`config.mk`:
```
export PLATFORM = sky130hd
export DESIGN_NAME = capture_sequencer
export DESIGN_NICKNAME = d
export VERILOG_FILES = /design/src/rtl/capture_pkg.sv /design/src/rtl/fval_edge_sync.sv /design/src/rtl/capture_sequencer.sv
export SDC_FILE = /design/constraint.sdc
export NUM_CORES = 1
export LEC_CHECK = 0
export ABC_AREA = 1
export CELL_PAD_IN_SITES_DETAIL_PLACEMENT = 0
export CELL_PAD_IN_SITES_GLOBAL_PLACEMENT = 1
export CORE_MARGIN = 2
export CORE_UTILIZATION = 37
export DETAILED_ROUTE_END_ITERATION = 8
export HOLD_SLACK_MARGIN = 0.06
export PLACE_DENSITY = 0.91
export REMOVE_ABC_BUFFERS = 1
export SYNTH_ARGS = -nofsm -noshare
export SYNTH_HDL_FRONTEND = slang
export SYNTH_SLANG_ARGS = --single-unit
export TNS_END_PERCENT = 1
```
`constraint.sdc`:
```
create_clock -name iCLK -period 2.4 [get_ports iCLK]
set_input_delay 0.24 -clock iCLK [delete_from_list [all_inputs] [get_ports iCLK]]
set_output_delay 0.24 -clock iCLK [all_outputs]
set_load 0.02 [all_outputs]
```
`src/rtl/capture_pkg.sv`:
```
// Shared definitions for the capture sequencer: state encoding, HPS command
// bit positions and the default frame-edge watchdog limit.
package capture_pkg;

  typedef enum logic [2:0] {
    S_IDLE   = 3'd0,
    S_ARM    = 3'd1,
    S_STREAM = 3'd2,
    S_SNAP   = 3'd3,
    S_HOLD   = 3'd4
  } state_t;

  localparam int CMD_RUN   = 0;
  localparam int CMD_SNAP  = 1;
  localparam int CMD_ABORT = 2;

  localparam int TIMEOUT_CYCLES_DEFAULT = 50_000_000;

endpackage

```
`src/rtl/fval_edge_sync.sv`:
```
// Brings the camera frame-valid into the system clock domain and flags the
// end of each frame (falling edge of the synchronized level) for one cycle.
module fval_edge_sync (
  input  logic clk,
  input  logic rst_n,
  input  logic fval,
  output logic fall
);

  logic sync1;
  logic sync2;
  logic sync2_q;

  // NOTE: sequential state uses non-blocking assignments so every flop
  // samples the pre-edge value of its neighbour, giving a true shift chain.
  always_ff @(posedge clk or negedge rst_n) begin
    if (!rst_n) begin
      sync1   <= 1'b0;
      sync2   <= 1'b0;
      sync2_q <= 1'b0;
    end else begin
      sync1   <= fval;
      sync2   <= sync1;
      sync2_q <= sync2;
    end
  end

  // Left combinational so the sequencer reacts on the third edge after fval drops.
  assign fall = sync2_q & ~sync2;

endmodule

```
`src/rtl/capture_sequencer.sv`:
```
// Frame-aligned capture sequencer between the HPS command word and the CCD
// capture block. Optional frame-edge watchdog: define CAPTURE_SEQ_WATCHDOG_EN.
module capture_sequencer
  import capture_pkg::*;
#(
  parameter int SNAP_W         = 8,
  parameter int TIMEOUT_CYCLES = TIMEOUT_CYCLES_DEFAULT
) (
  input  logic              iCLK,
  input  logic              iRST_N,
  input  logic [2:0]        iCMD,
  input  logic              iFVAL,
  input  logic [SNAP_W-1:0] iSNAP_FRAMES,
  output logic              oSTART,
  output logic              oEND,
  output logic              oREADY,
  output logic [SNAP_W-1:0] oFRAME_CNT,
  output logic [2:0]        oSTATE,
  output logic              oTIMEOUT
);

  state_t            state, state_next;
  logic [SNAP_W-1:0] frame_cnt, frame_cnt_next;
  logic [SNAP_W-1:0] snap_n, snap_n_next;
  logic [SNAP_W-1:0] cnt_inc;
  logic              run_q, snap_q;
  logic              run_rise, run_fall, snap_rise, abort;
  logic              frame_end;
  logic              wd_hit;

  fval_edge_sync u_fval_sync (
    .clk   (iCLK),
    .rst_n (iRST_N),
    .fval  (iFVAL),
    .fall  (frame_end)
  );

  assign run_rise  =  iCMD[CMD_RUN]  & ~run_q;
  assign run_fall  = ~iCMD[CMD_RUN]  &  run_q;
  assign snap_rise =  iCMD[CMD_SNAP] & ~snap_q;
  assign abort     =  iCMD[CMD_ABORT];

  assign cnt_inc = (frame_cnt == '1) ? frame_cnt : frame_cnt + SNAP_W'(1);

  always_ff @(posedge iCLK or negedge iRST_N) begin
    if (!iRST_N) begin
      state     <= S_IDLE;
      frame_cnt <= '0;
      snap_n    <= '0;
      run_q     <= 1'b0;
      snap_q    <= 1'b0;
    end else begin
      state     <= state_next;
      frame_cnt <= frame_cnt_next;
      snap_n    <= snap_n_next;
      run_q     <= iCMD[CMD_RUN];
      snap_q    <= iCMD[CMD_SNAP];
    end
  end

  // NOTE: every output of this block is given a default before the case
  // statement, so no path leaves a signal unassigned and no latch is inferred.
  always_comb begin
    state_next     = state;
    frame_cnt_next = frame_cnt;
    snap_n_next    = snap_n;
    if (abort || wd_hit) begin
      state_next = S_IDLE;
    end else begin
      case (state)
        S_IDLE:   if (run_rise) state_next = S_ARM;
        S_ARM:    if (frame_end) state_next = S_STREAM;
        S_STREAM: begin
          if (run_fall) begin
            state_next = S_IDLE;
          end else if (snap_rise) begin
            snap_n_next    = (iSNAP_FRAMES == '0) ? SNAP_W'(1) : iSNAP_FRAMES;
            frame_cnt_next = '0;
            state_next     = S_SNAP;
          end
        end
        S_SNAP: begin
          if (frame_end) begin
            frame_cnt_next = cnt_inc;
            if (cnt_inc >= snap_n) state_next = S_HOLD;
          end
        end
        S_HOLD:   if (!iCMD[CMD_RUN]) state_next = S_IDLE;
        default:  state_next = S_IDLE;
      endcase
    end
  end

`ifdef CAPTURE_SEQ_WATCHDOG_EN
  localparam int WD_W = $clog2(TIMEOUT_CYCLES + 1);

  logic [WD_W-1:0] wd_cnt;
  logic            timeout;
  logic            wd_active;

  assign wd_active = (state == S_ARM) || (state == S_SNAP);
  // A boundary arriving on the limit cycle counts as progress, not a stall.
  assign wd_hit    = wd_active && !frame_end && (wd_cnt == WD_W'(TIMEOUT_CYCLES - 1));

  always_ff @(posedge iCLK or negedge iRST_N) begin
    if (!iRST_N) begin
      wd_cnt  <= '0;
      timeout <= 1'b0;
    end else begin
      if (!wd_active || frame_end) wd_cnt <= '0;
      else                         wd_cnt <= wd_cnt + WD_W'(1);
      if (wd_hit && !abort) timeout <= 1'b1;
      else if (run_rise)    timeout <= 1'b0;
    end
  end

  assign oTIMEOUT = timeout;
`else
  assign wd_hit   = 1'b0;
  assign oTIMEOUT = 1'b0;
`endif

  // Outputs decode straight from state so reset drops them without a clock.
  assign oSTART     = (state == S_STREAM) || (state == S_SNAP) || (state == S_HOLD);
  assign oEND       = (state == S_HOLD);
  assign oREADY     = (state == S_IDLE) || (state == S_HOLD);
  assign oFRAME_CNT = frame_cnt;
  assign oSTATE     = state;

endmodule

```
==> metrics.txt <==
VDD IR max=0.3330 mV; Max Clock Freq=455.2 MHz; CTS Buf Count=3; WS Path Type=flop to flop; power per standard cell area=716.0 nW/um2; fin crit period=2197 ps; slew margin rel.=62.48%; # diodes=0; Ys Warns=0; vias in the first global route=1142; Final setup viols=0; initial drt markers=38; Worst Tran Pin Value=561.0 ps; Avg Cell Area, Syn=7.475 um2; CTS sink count=24; grt ovf=0; status=complete, no violations; Clock transition at path regs=80 ps; initial antenna violation count=0; mapped cell area=1465 um2; CTS Buffer Depth=2; total wire length=2917 um; H-tree Lvls=1; most used cell, CP=nand2_1; Crit. End Element=flop; port bufs=27; Max stage delay cell, worst path=dfrtp_1; Cell Chain, Critical Path=ha_1 -> nand3_2 -> nor2_4 -> nand3_4 -> xor2_2 -> inv_1 -> ha_1 -> nand2_1 -> nand3_1 -> nand2_1 -> nand2_1 -> nand2_1 -> nand2_1 -> nand2_1 -> nand2_1 -> nand2_1; Total GRT Usage=14.73%; vias per cell=4.469; worst-case reg-to-reg path depth=16; Yosys reg bits=24; Design Area, Final=1889 um2; Worst Path Arrival=2350 ps; Crit Reg-Reg Endpoint=oSTATE[0]; Pleak=0.9738 nW; DP Wirelength=2238 um; TritonCTS clock tree=done; period utilisation layout=91.53%; post-synthesis cell count=196; WL per Instance=10.53 um; Power, Total=0.001353 W; num ports=29; Post-DP Area=1780 um2; register area share after synthesis=40.99%; NumNets Final=253; Worst Hold Class=input pin to asynchronous set/reset pin; overall die area=4479 um2; Top delay family on crit path=simple AND/OR/NAND/NOR gates; Area growth syn-to-layout=28.95%; Worst Skew=4.187 ps; drc violations=0; clock latency on the worst-skew pair=260 ps; Post-DRT Antenna Nets=0; CP max stage delay=390 ps; pin count of the biggest net entering global routing=25; max cap viols=0; r2r startpoint=oFRAME_CNT[1]; Cell variety after synth=22; Die H=66.93 um; CP Buf/Inv Count=1; crit-path max FO=8; first-pass GRT wire length=5064 um; Starting Density=39.14%; Reg2Reg Setup Slack=200 ps; root buf cell=clkbuf_8; layout cells sized above 1=10.92%; die width=66.93 um; Final Max Tran Viols=0; area share of the largest cell type after synthesis=40.99%; data required time at the worst endpoint=2560 ps; most area-hungry cell type in the Yosys netlist=dfrtp_1; Via Count=1238; Final Hold Fails=0; ranking of synthesized cells by area=dfrtp_1 41%, nand2_1 18%, ha_1 7.7%; Final Wtd Congestion=0.8470; core area=3744 um2; crit path launch type=flop; DRT Pass-1 Iters=4; FP Rows=22
cells in the final DEF (no fill, tap or decap):
cell / netlist / final
clkdlybuf4s50_1: 0 / 27
nor3_1: 3 / 3
buf_4: 1 / 5
nor3_2: 1 / 1
xor2_2: 0 / 1
xor2_1: 3 / 2
dfrtp_1: 24 / 23
nand2_1: 71 / 71
nor2_4: 1 / 2
conb_1: 1 / 1
nor2_1: 20 / 18
a21oi_1: 3 / 3
inv_1: 25 / 25
dfrtp_2: 0 / 1
o21a_1: 1 / 1
ha_1: 9 / 9
o21ai_1: 0 / 1
inv_2: 2 / 2
xnor2_1: 2 / 2
nand3_1: 12 / 11
nor2_2: 0 / 1
o21ai_2: 5 / 5
clkbuf_8: 0 / 4
nor3_4: 1 / 1
nand3_4: 0 / 1
nor3b_1: 1 / 1
o21ai_0: 7 / 6
nand3_2: 1 / 1
registers in the layout (all words and copies together), names as in the netlist:
signal,count
oFRAME_CNT,8
snap_n,8
oSTATE,3
run_q,1
snap_q,1
u_fval_sync.sync1,1
u_fval_sync.sync2,1
u_fval_sync.sync2_q,1
worst max path at each step:
stage	cells after the start	slack, ps	end	from
final	16	200	oSTATE[0]	oFRAME_CNT[1]
after global routing	13	-20	oSTATE[0]	oFRAME_CNT[1]
after CTS	16	40	oSTATE[0]	oFRAME_CNT[1]
after detailed placement	16	4	oSTATE[0]	oFRAME_CNT[1]
after global placement	16	160	oSTATE[0]	oFRAME_CNT[1]
after floorplan	16	100	oSTATE[0]	oFRAME_CNT[0]
per-stage QoR:
step | hold slack [ps] | setup TNS [ps] | setup slack, ps | cells | utilization [%]
3_3_place_gp | 338.0 | 0 | 158.2 | 270 | 47.56
5_1_grt | 359.0 | -15.19 | -15.12 | 277 | 50.47
3_5_place_dp | 339.5 | 0 | 3.891 | 270 | 47.56
6_report | 315.6 | 0 | 203.2 | 277 | 50.47
2_1_floorplan | -55.59 | 0 | 99.52 | 193 | -
4_1_cts | 321.0 | 0 | 42.04 | 274 | 49.10
metal layers:
metal	track usage, %	vias to the layer above	wire (um)
met5	0	-	0
met4	4.592	0	31
met3	2.027	4	84
met2	23.50	21	1371
met1	20.59	541	1430
li1	-	672	-
cell type report:
class	instances	area, um2
Clock buffer	4	55.05
Fill cell	394	1854
Inverter	27	101.3
Multi-Input combinational cell	142	763.2
Sequential cell	24	601.8
Tap cell	48	60.06
Timing Repair Buffer	32	307.8
cell families (layout without fill, tap and decap cells):
group | Yosys count | in the layout | synth area share [%]
compound gates | 16 | 16 | 6.917
xor+xnor | 5 | 5 | 2.989
fa+ha+maj | 9 | 9 | 7.686
buf+inv | 30 | 63 | 8.967
flops | 24 | 24 | 40.99
other cells | 1 | 1 | 0.2559
simple gates | 111 | 111 | 32.20
Yosys cell counts:
cell type / instances
inv_1: 25
conb_1: 1
nand2_1: 71
buf_4: 1
xnor2_1: 2
ha_1: 9
xor2_1: 3
dfrtp_1: 24
nor2_1: 20
a21oi_1: 3
nor3_4: 1
o21ai_0: 7
nor2_4: 1
nor3_1: 3
inv_2: 2
buf_6: 2
nor3_2: 1
nor3b_1: 1
o21a_1: 1
nand3_2: 1
o21ai_2: 5
nand3_1: 12
report_power, final:
group	internal [W]	total (W)	switching [W]
logic	0.000229	0.000529	0.000300
clock network	0.000146	0.000271	0.000125
registers	0.000491	0.000553	0.0000615
timing repair:
action                                 CTS  global route
resized for setup                        1             7
setup endpoints to repair                2             3
endpoints found under the hold margin    0             0
hold buffers                             0             0
buffers inserted                         0             3
(Power assumes the default switching activity.)
